**config.mk**
```make
export PLATFORM = sky130hd
export DESIGN_NAME = mc_pi_multilane
export DESIGN_NICKNAME = d
export VERILOG_FILES = /design/src/rtl/mc_pi_multilane.sv
export SDC_FILE = /design/constraint.sdc
export NUM_CORES = 2
export LEC_CHECK = 0
export CORE_MARGIN = 5
export CORE_UTILIZATION = 57
export CTS_CLUSTER_DIAMETER = 50
export CTS_CLUSTER_SIZE = 30
export DETAILED_ROUTE_END_ITERATION = 6
export GPL_TIMING_DRIVEN = 0
export PLACE_DENSITY = 0.79
export SYNTH_ARGS = -nofsm -noshare
export SYNTH_HDL_FRONTEND = slang
export SYNTH_SLANG_ARGS = --single-unit
```
**constraint.sdc**
```tcl
create_clock -name clk -period 14.01 [get_ports clk]
set_input_delay 3.5025 -clock clk [delete_from_list [all_inputs] [get_ports clk]]
set_output_delay 3.5025 -clock clk [all_outputs]
set_load 0.03 [all_outputs]
```
**src/rtl/mc_pi_multilane.sv**
```systemverilog
// Multi-lane Monte Carlo pi estimator core.
// LANES LFSRs each produce one (x,y) point per RUN cycle. A 3-stage pipeline
// classifies each point against the quarter circle of radius 2^COORD_W, and
// hit/miss counters accumulate until points_num samples have been classified.
module mc_pi_multilane #(
    parameter int LANES   = 4,
    parameter int COORD_W = 8,
    parameter int CNT_W   = 32
) (
    input  logic             clk,
    input  logic             rst,
    input  logic             start,
    input  logic [CNT_W-1:0] points_num,
    input  logic [31:0]      seed,
    output logic             busy,
    output logic             finish,
    output logic [CNT_W-1:0] pi_yes,
    output logic [CNT_W-1:0] pi_no,
    output logic             rng_exhaust
);

    localparam int LW = 2 * COORD_W;
    // Fibonacci tap positions (0-based) for the 8/16/32-bit LFSR widths
    localparam int T1 = (LW == 8) ? 7 : (LW == 16) ? 15 : 31;
    localparam int T2 = (LW == 8) ? 5 : (LW == 16) ? 13 : 21;
    localparam int T3 = (LW == 8) ? 4 : (LW == 16) ? 12 : 1;
    localparam int T4 = (LW == 8) ? 3 : (LW == 16) ? 10 : 0;

    typedef enum logic [1:0] {IDLE, RUN, DRAIN, DONE} state_t;

    function automatic logic [LW-1:0] lfsr_next(input logic [LW-1:0] s);
        return {s[LW-2:0], s[T1] ^ s[T2] ^ s[T3] ^ s[T4]};
    endfunction

    function automatic logic [CNT_W-1:0] popcount(input logic [LANES-1:0] v);
        logic [CNT_W-1:0] c;
        c = {CNT_W{1'b0}};
        for (int i = 0; i < LANES; i++) begin
            c = c + CNT_W'(v[i]);
        end
        return c;
    endfunction

    state_t           state, state_next;
    logic [CNT_W-1:0] remaining;
    logic [LW-1:0]    lfsr      [LANES];
    logic [LW-1:0]    lane_seed [LANES];
    logic [LW-1:0]    seed_init [LANES];
    logic [LW-1:0]    lfsr_adv  [LANES];
    logic [LANES-1:0] exhaust_hit;
    logic [LANES-1:0] issue_mask;
    logic [CNT_W-1:0] issue_k;
    logic             accept;
    logic             last_issue;
    logic             pipe_empty;

    logic [LANES-1:0] s1_valid, s2_valid, s3_valid, s3_inside;
    logic [LW-1:0]    s1_xx [LANES];
    logic [LW-1:0]    s1_yy [LANES];
    logic [LW:0]      s2_r2 [LANES];

    // Per-lane seeds, advanced LFSR values, exhaust detection and issue mask
    always_comb begin
        for (int i = 0; i < LANES; i++) begin
            seed_init[i] = LW'(seed + 32'(i) * 32'h9E3779B9);
            if (seed_init[i] == {LW{1'b0}}) begin
                seed_init[i] = LW'(1);
            end else begin
                seed_init[i] = seed_init[i];
            end
            lfsr_adv[i]    = lfsr_next(lfsr[i]);
            exhaust_hit[i] = (lfsr_adv[i] == lane_seed[i]);
            issue_mask[i]  = (CNT_W'(i) < remaining);
        end
    end

    assign issue_k    = (remaining < CNT_W'(LANES)) ? remaining : CNT_W'(LANES);
    assign last_issue = (remaining <= CNT_W'(LANES));
    assign pipe_empty = ~(|{s1_valid, s2_valid, s3_valid});
    assign accept     = start && ((state == IDLE) || (state == DONE));

    // Next-state logic for the run controller
    always_comb begin
        state_next = state;
        case (state)
            IDLE, DONE: begin
                if (accept) begin
                    state_next = (points_num == {CNT_W{1'b0}}) ? DONE : RUN;
                end else begin
                    state_next = state;
                end
            end
            RUN: begin
                if (last_issue) begin
                    state_next = DRAIN;
                end else begin
                    state_next = RUN;
                end
            end
            DRAIN: begin
                if (pipe_empty) begin
                    state_next = DONE;
                end else begin
                    state_next = DRAIN;
                end
            end
            default: state_next = IDLE;
        endcase
    end

    // State register, status flags, LFSRs, issue bookkeeping and counters
    always_ff @(posedge clk or posedge rst) begin
        if (rst) begin
            state       <= IDLE;
            busy        <= 1'b0;
            finish      <= 1'b0;
            remaining   <= {CNT_W{1'b0}};
            pi_yes      <= {CNT_W{1'b0}};
            pi_no       <= {CNT_W{1'b0}};
            rng_exhaust <= 1'b0;
            for (int i = 0; i < LANES; i++) begin
                lfsr[i]      <= LW'(1);
                lane_seed[i] <= LW'(1);
            end
        end else begin
            state  <= state_next;
            busy   <= (state_next == RUN) || (state_next == DRAIN);
            finish <= (state_next == DONE);
            if (accept) begin
                remaining   <= points_num;
                pi_yes      <= {CNT_W{1'b0}};
                pi_no       <= {CNT_W{1'b0}};
                rng_exhaust <= 1'b0;
                for (int i = 0; i < LANES; i++) begin
                    lfsr[i]      <= seed_init[i];
                    lane_seed[i] <= seed_init[i];
                end
            end else begin
                if (state == RUN) begin
                    remaining <= remaining - issue_k;
                    for (int i = 0; i < LANES; i++) begin
                        lfsr[i] <= lfsr_adv[i];
                    end
                    rng_exhaust <= rng_exhaust | (|exhaust_hit);
                end else begin
                    remaining <= remaining;
                end
                pi_yes <= pi_yes + popcount(s3_valid & s3_inside);
                pi_no  <= pi_no + popcount(s3_valid & ~s3_inside);
            end
        end
    end

    // Classification pipeline: square, sum, compare against 2^(2W)
    always_ff @(posedge clk or posedge rst) begin
        if (rst) begin
            s1_valid  <= {LANES{1'b0}};
            s2_valid  <= {LANES{1'b0}};
            s3_valid  <= {LANES{1'b0}};
            s3_inside <= {LANES{1'b0}};
            for (int i = 0; i < LANES; i++) begin
                s1_xx[i] <= {LW{1'b0}};
                s1_yy[i] <= {LW{1'b0}};
                s2_r2[i] <= {(LW+1){1'b0}};
            end
        end else begin
            s1_valid <= (state == RUN) ? issue_mask : {LANES{1'b0}};
            s2_valid <= s1_valid;
            s3_valid <= s2_valid;
            for (int i = 0; i < LANES; i++) begin
                s1_xx[i]     <= LW'(lfsr[i][LW-1:COORD_W]) * LW'(lfsr[i][LW-1:COORD_W]);
                s1_yy[i]     <= LW'(lfsr[i][COORD_W-1:0]) * LW'(lfsr[i][COORD_W-1:0]);
                s2_r2[i]     <= {1'b0, s1_xx[i]} + {1'b0, s1_yy[i]};
                // r2 < 2^(2W) exactly when the carry bit of the sum is clear
                s3_inside[i] <= ~s2_r2[i][LW];
            end
        end
    end

endmodule

```
-- Word-level counts from Yosys, hierarchy flattened
Cells that the tools add are included.
- $add $sub $neg: 16
- multiply operators: 8
- $lt $le $gt $ge: 6
- equality and inequality tests: 10
- muxes and demuxes: 19
- bitwise operators: 20
- reduce and logical (&&, ||, !) cells: 13
- operators with widths (kind ; count):
    32-bit two-way mux ; 5
    8-bit by 8-bit multiplier with 16-bit output ; 8
    64-bit two-way mux ; 2
    16-bit by 16-bit adder with 17-bit output ; 4
    32-bit by 4-bit adder with 32-bit output ; 2
    16-bit equality test ; 4
    16-bit logical NOT ; 4
    1-bit by 32-bit less-than comparator with 1-bit output, first input constant ; 2
    2-bit by 32-bit less-than comparator with 1-bit output, first input constant ; 2
    16-bit two-way mux ; 4
    16-bit by 15-bit adder with 16-bit output, second input constant ; 2
    32-bit by 3-bit <= comparator with 1-bit output, second input constant ; 1
    32-bit logical NOT ; 1
    32-bit by 3-bit less-than comparator with 1-bit output, second input constant ; 1
    32-bit subtractor ; 1
    16-bit adder, second input constant ; 1
    12-bit OR reduction ; 1
    1-bit XOR ; 12
    3-bit by 1-bit adder with 4-bit output ; 2
    4-bit AND ; 2
    2-bit equality test, second input constant ; 4
    2-bit by 1-bit adder with 3-bit output ; 2
    2-bit two-way mux ; 3
    2-bit one-hot mux with 3 select lines ; 1
    13 further kinds ; 21
- bits in registers: 441
- input bits: 67
- output and inout bits: 67
- logic and storage cells: 123

-- Logic depth before layout (Yosys ltp)
- word-level depth: 8
- depth in mapped cells: 18
- gate-level depth less buffers: 17

-- Worst setup path after synthesis
OpenSTA, ideal clock, no wires.
- path type: input-to-reg
- start point: in seed[1]
- end point: reg lane_seed[33] in the netlist's numbering
- setup time: 0.135 ns
- arrival time: 5.368 ns
- slack: 8.507 ns
- stages: 8
- buffers on the path: 1
- cell sequence: ha_1 clkbuf_1 a2111o_1 a21boi_1 a311oi_1 a21o_1 nor4_1 nor2_1
- cells in the longest elaborated chain, start to end: 3
- ends and longest elaborated chain (item ; line ; text):
    start: declaration ; 14 ; input logic [31:0] seed,
    16-bit by 15-bit adder with 16-bit output * ; 65 ; seed_init[i] = LW'(seed + 32'(i) * 32'h9E3779B9);
    16-bit logical NOT ; 66 ; if (seed_init[i] == {LW{1'b0}}) begin
    16-bit two-way mux * ; 66 ;
    end signal: indexed assignment ; 136 ; lane_seed[i] <= seed_init[i];
    end: declaration ; 47 ; logic [LW-1:0] lane_seed [LANES];
Every way passes the cells marked *; elsewhere a longest branch is shown, timed or not.
A chain may end at the register's enable or synchronous reset.

-- Worst setup path in the final report
- start point: in seed[1]
- end point: reg lfsr[17] in the netlist's numbering
- cells in the longest elaborated chain, start to end: 4
- ends and longest elaborated chain (item ; line ; text):
    16-bit adder * ; 65 ;
    16-bit logical NOT ; 66 ;
    16-bit two-way mux * ; 66 ;
    64-bit two-way mux * ; 129 ; if (accept) begin
    end signal: indexed assignment ; 135 ; lfsr[i] <= seed_init[i];
    end signal: indexed assignment ; 142 ; lfsr[i] <= lfsr_adv[i];
    end: declaration ; 46 ; logic [LW-1:0] lfsr [LANES];
Marked as above.

==> summary by stage <==
Run status
The flow ran to the end, and the final reports show no timing, DRC or antenna violations.

Worst setup path
The arrival time at the worst endpoint is 6600 ps. On the worst path, the slowest cell contributes a delay of 650 ps. The peak fanout along the critical path is 9. The type of element launching the critical path is an input pin. The cell with the largest stage delay on the worst path is sky130_fd_sc_hd__a2111oi_2. The category of cells accounting for the largest share of critical-path delay is compound AO/OA/AOI/OAI gates. The signal on the critical path passes through clkdlybuf4s50_1 -> ha_1 -> clkbuf_1 -> a2111oi_2 -> o21ai_0 -> a31oi_1 -> xor2_1 -> nor2_1 -> nand4_1 -> and3_1. Together, buffers and inverters on the worst path number 2. At the worst endpoint, the required time is 14470 ps.

The type of destination of the critical path is a register. The critical path is of the input pin to register type.

STA
Based on the critical path, the design can be clocked at up to 163 MHz. The actual slew at the worst max-slew pin is 1010 ps. Setup repair after global routing left no endpoint under its margin. The total setup violations reported at the end of the flow is 0. The worst hold-check slack is 377 ps. The normalized max-slew margin is 32.4%. The worst path needs 6140 ps of the cycle, external delays included. The final number of hold-violating endpoints was 0. The period utilization is 43.8%. The final max-slew violation count is 0.

The worst setup skew after layout is 26.4 ps.

Clock tree
After clock tree synthesis, the clock-pin slew on the worst setup and hold paths is 70 ps. Buffers added to address setup during post-CTS repair amount to 0. The clock root buffer master is sky130_fd_sc_hd__clkbuf_16. At the later pin of the worst-skew pair, clock insertion delay measures 570 ps.

The clock drives 361 sinks. In this run, post-CTS repair resized a total of 0 instances. The H-tree was split into 2 levels. The total CTS buffers is 41.

The deepest clock path buffer count is 3. TritonCTS built the clock tree. The number of buffers inserted by hold repair at cts is 0.

Yosys
The portion of synthesized cell area occupied by the leading cell type is 29.5%. In this run, synthesis inferred 0 flip-flops with an integrated enable. The net count after synthesis is 3803.

A synthesized cell averages 9.28 µm². Sequential elements use 30.2% of the synthesized area. The number of different library cells used by synthesis comes to 76. The number of synthesis warnings is 0. Counting flops and latches in the post-synthesis netlist gives 361. The most used flip-flop cell after synthesis is sky130_fd_sc_hd__dfrtp_1. The mapped cell area is 29900 µm². The commonest cells after synthesis are sky130_fd_sc_hd__inv_1, sky130_fd_sc_hd__dfrtp_1, sky130_fd_sc_hd__ha_1. After technology mapping, the gate count stands at 3222. In the post-synthesis netlist, the biggest area contributors are sky130_fd_sc_hd__dfrtp_1, sky130_fd_sc_hd__fa_1, sky130_fd_sc_hd__ha_1.

The async set-or-reset flop fraction in the synthesized netlist is 100%. The synthesized design spends more area on one cell type than any other, namely sky130_fd_sc_hd__dfrtp_1. By instance count, the leading cell after synthesis is sky130_fd_sc_hd__inv_1.

Detailed routing
The post-route DRC violation count is 0. The total via count after detailed routing is 22600. The first-pass iteration count of the detailed router is 7. The iteration-0 DRC count of the detailed router is 1437. The routed design has 67600 µm of wire. In the final routed layout, each cell accounts on average for 16.5 µm. Using the TritonRoute via totals, the vias-per-cell ratio works out to 5.50. The final antenna-violating net count is 0.

GRT
The total routing usage reported by global routing is 23.8%. The first-pass GRT wire length is 112000 µm. The number of global-route vias before repair is 22600. Entering global routing, the biggest net connects 134 pins. For this run the aggregate overflow at the end of global routing stands at 0. The initial antenna violation count is 2.

Final layout
The layout net count is 3960. The number of antenna diodes in the final layout is 0. Cells with a size suffix above 1 make up 3.31% of the layout. After routing the design area is 33500 µm². For this run, the share of the core covered by cells in the final layout is 64.1%. Relative to the synthesized area, the layout overhead comes to 12.0%.

Die
The top-level port count is 134. The die width is 239 µm. The core area is 52200 µm². The floorplan step set the die height to 239 µm.

The floorplan step defined a die boundary enclosing 57100 µm². For this configuration, the core starts out at a cell density of 57.2%. The initialized floorplan defines 84 standard-cell rows.

Hold path
The type of the tightest min-delay check is register to register.

Placed design
After legalization and detailed placement, the total HPWL measured 51300 µm. The instance area at placement is 31900 µm². The count of input and output buffers is 112. The congestion estimate from routability-driven global placement came to 0.969.

Flow run
The number of violations of the max-capacitance limit is 0.
[cell type report]
class	instances	area, µm²
plain buffers	139	566
clock buffers	46	1110
clock inverters	30	430
fillers	4212	18800
inverters	423	1600
multi-input cells	2299	18700
flip-flops and latches	361	9040
well taps	688	861
repair buffers	114	1180
[cells by family (layout without fill, tap and decap cells)]
group                      Yosys count  count (layout)  synth area share, %
DFF                                361             361                 30.2
AOI/OAI and AO/OA                  504             504                 10.5
and+or+nand+nor                    946             946                 15.4
muxes                               49              49                 1.65
xor gates and xnor gates           285             285                 8.35
adders and majority gates          514             514                 26.7
buffers and inverters              562             752                 7.20
other                                1               1               0.0125
[per-layer routing]
metal	track usage [%]	share of wire [%]	vias to the layer above
met5	0	0.030	-
met3	4.16	6.9	129
met2	40.4	47	621
li1	-	-	10800
met1	32.0	43	11000
met4	5.84	2.5	4
[metrics by stage]
stage / instances / setup slack, ps / setup TNS, ps
finish: 4100 / 7870 / 0
global route: 4100 / 7700 / 0
CTS: 4100 / 8010 / 0
detailed placement: 4024 / 7420 / 0
global placement: 4022 / -3670 / -1274800
floorplan: 3222 / 502 / 0
[layout by cell type (no fill, tap or decap), types with 22 or more instances in the layout]
master | netlist | final
sky130_fd_sc_hd__clkdlybuf4s50_1 | 0 | 112
sky130_fd_sc_hd__mux2i_1 | 47 | 47
sky130_fd_sc_hd__o21a_1 | 45 | 45
sky130_fd_sc_hd__fa_1 | 206 | 206
sky130_fd_sc_hd__and3_1 | 22 | 22
sky130_fd_sc_hd__ha_1 | 308 | 308
sky130_fd_sc_hd__a21oi_1 | 160 | 160
sky130_fd_sc_hd__nand2_1 | 287 | 287
sky130_fd_sc_hd__nor2_1 | 241 | 241
sky130_fd_sc_hd__xnor2_1 | 143 | 143
sky130_fd_sc_hd__nor3_1 | 31 | 31
sky130_fd_sc_hd__dfrtp_1 | 353 | 353
sky130_fd_sc_hd__clkbuf_16 | 0 | 43
sky130_fd_sc_hd__a21o_1 | 37 | 37
sky130_fd_sc_hd__nand4_1 | 26 | 26
sky130_fd_sc_hd__nor4_1 | 31 | 31
sky130_fd_sc_hd__a211oi_1 | 35 | 35
sky130_fd_sc_hd__clkbuf_1 | 122 | 123
sky130_fd_sc_hd__xor2_1 | 142 | 142
sky130_fd_sc_hd__inv_1 | 423 | 422
sky130_fd_sc_hd__o21ai_0 | 133 | 133
sky130_fd_sc_hd__nand3_1 | 46 | 46
sky130_fd_sc_hd__and2_1 | 149 | 149
sky130_fd_sc_hd__nor2b_1 | 38 | 38
[registers in the layout (all words and copies together) (netlist names)]
register,count
rng_exhaust,1
lane_seed,64
pi_yes,32
s1_valid,4
s3_valid,4
s1_xx,56
finish,1
s3_inside,4
s2_valid,4
s1_yy,56
lfsr,64
busy,1
remaining,32
s2_r2,4
pi_no,32
state,2
[worst paths after layout]
kind                        startpoint     endpoint  slack, ps  cells past startpoint
max                            seed[1]     lfsr[17]       7870                     10
min                        s1_valid[3]  s2_valid[3]        380                      0
max reg2reg                   lfsr[13]    s1_xx[14]       8960                     16
min reg2reg                s1_valid[3]  s2_valid[3]        380                      0
max in group asynchronous          rst    s1_yy[58]       8880                      4
min in group asynchronous          rst   pi_yes[24]       3450                      2
Power is left out: the tool's default activity adds up to more than one toggle a clock period on the data nets, which glitch-free logic cannot reach.
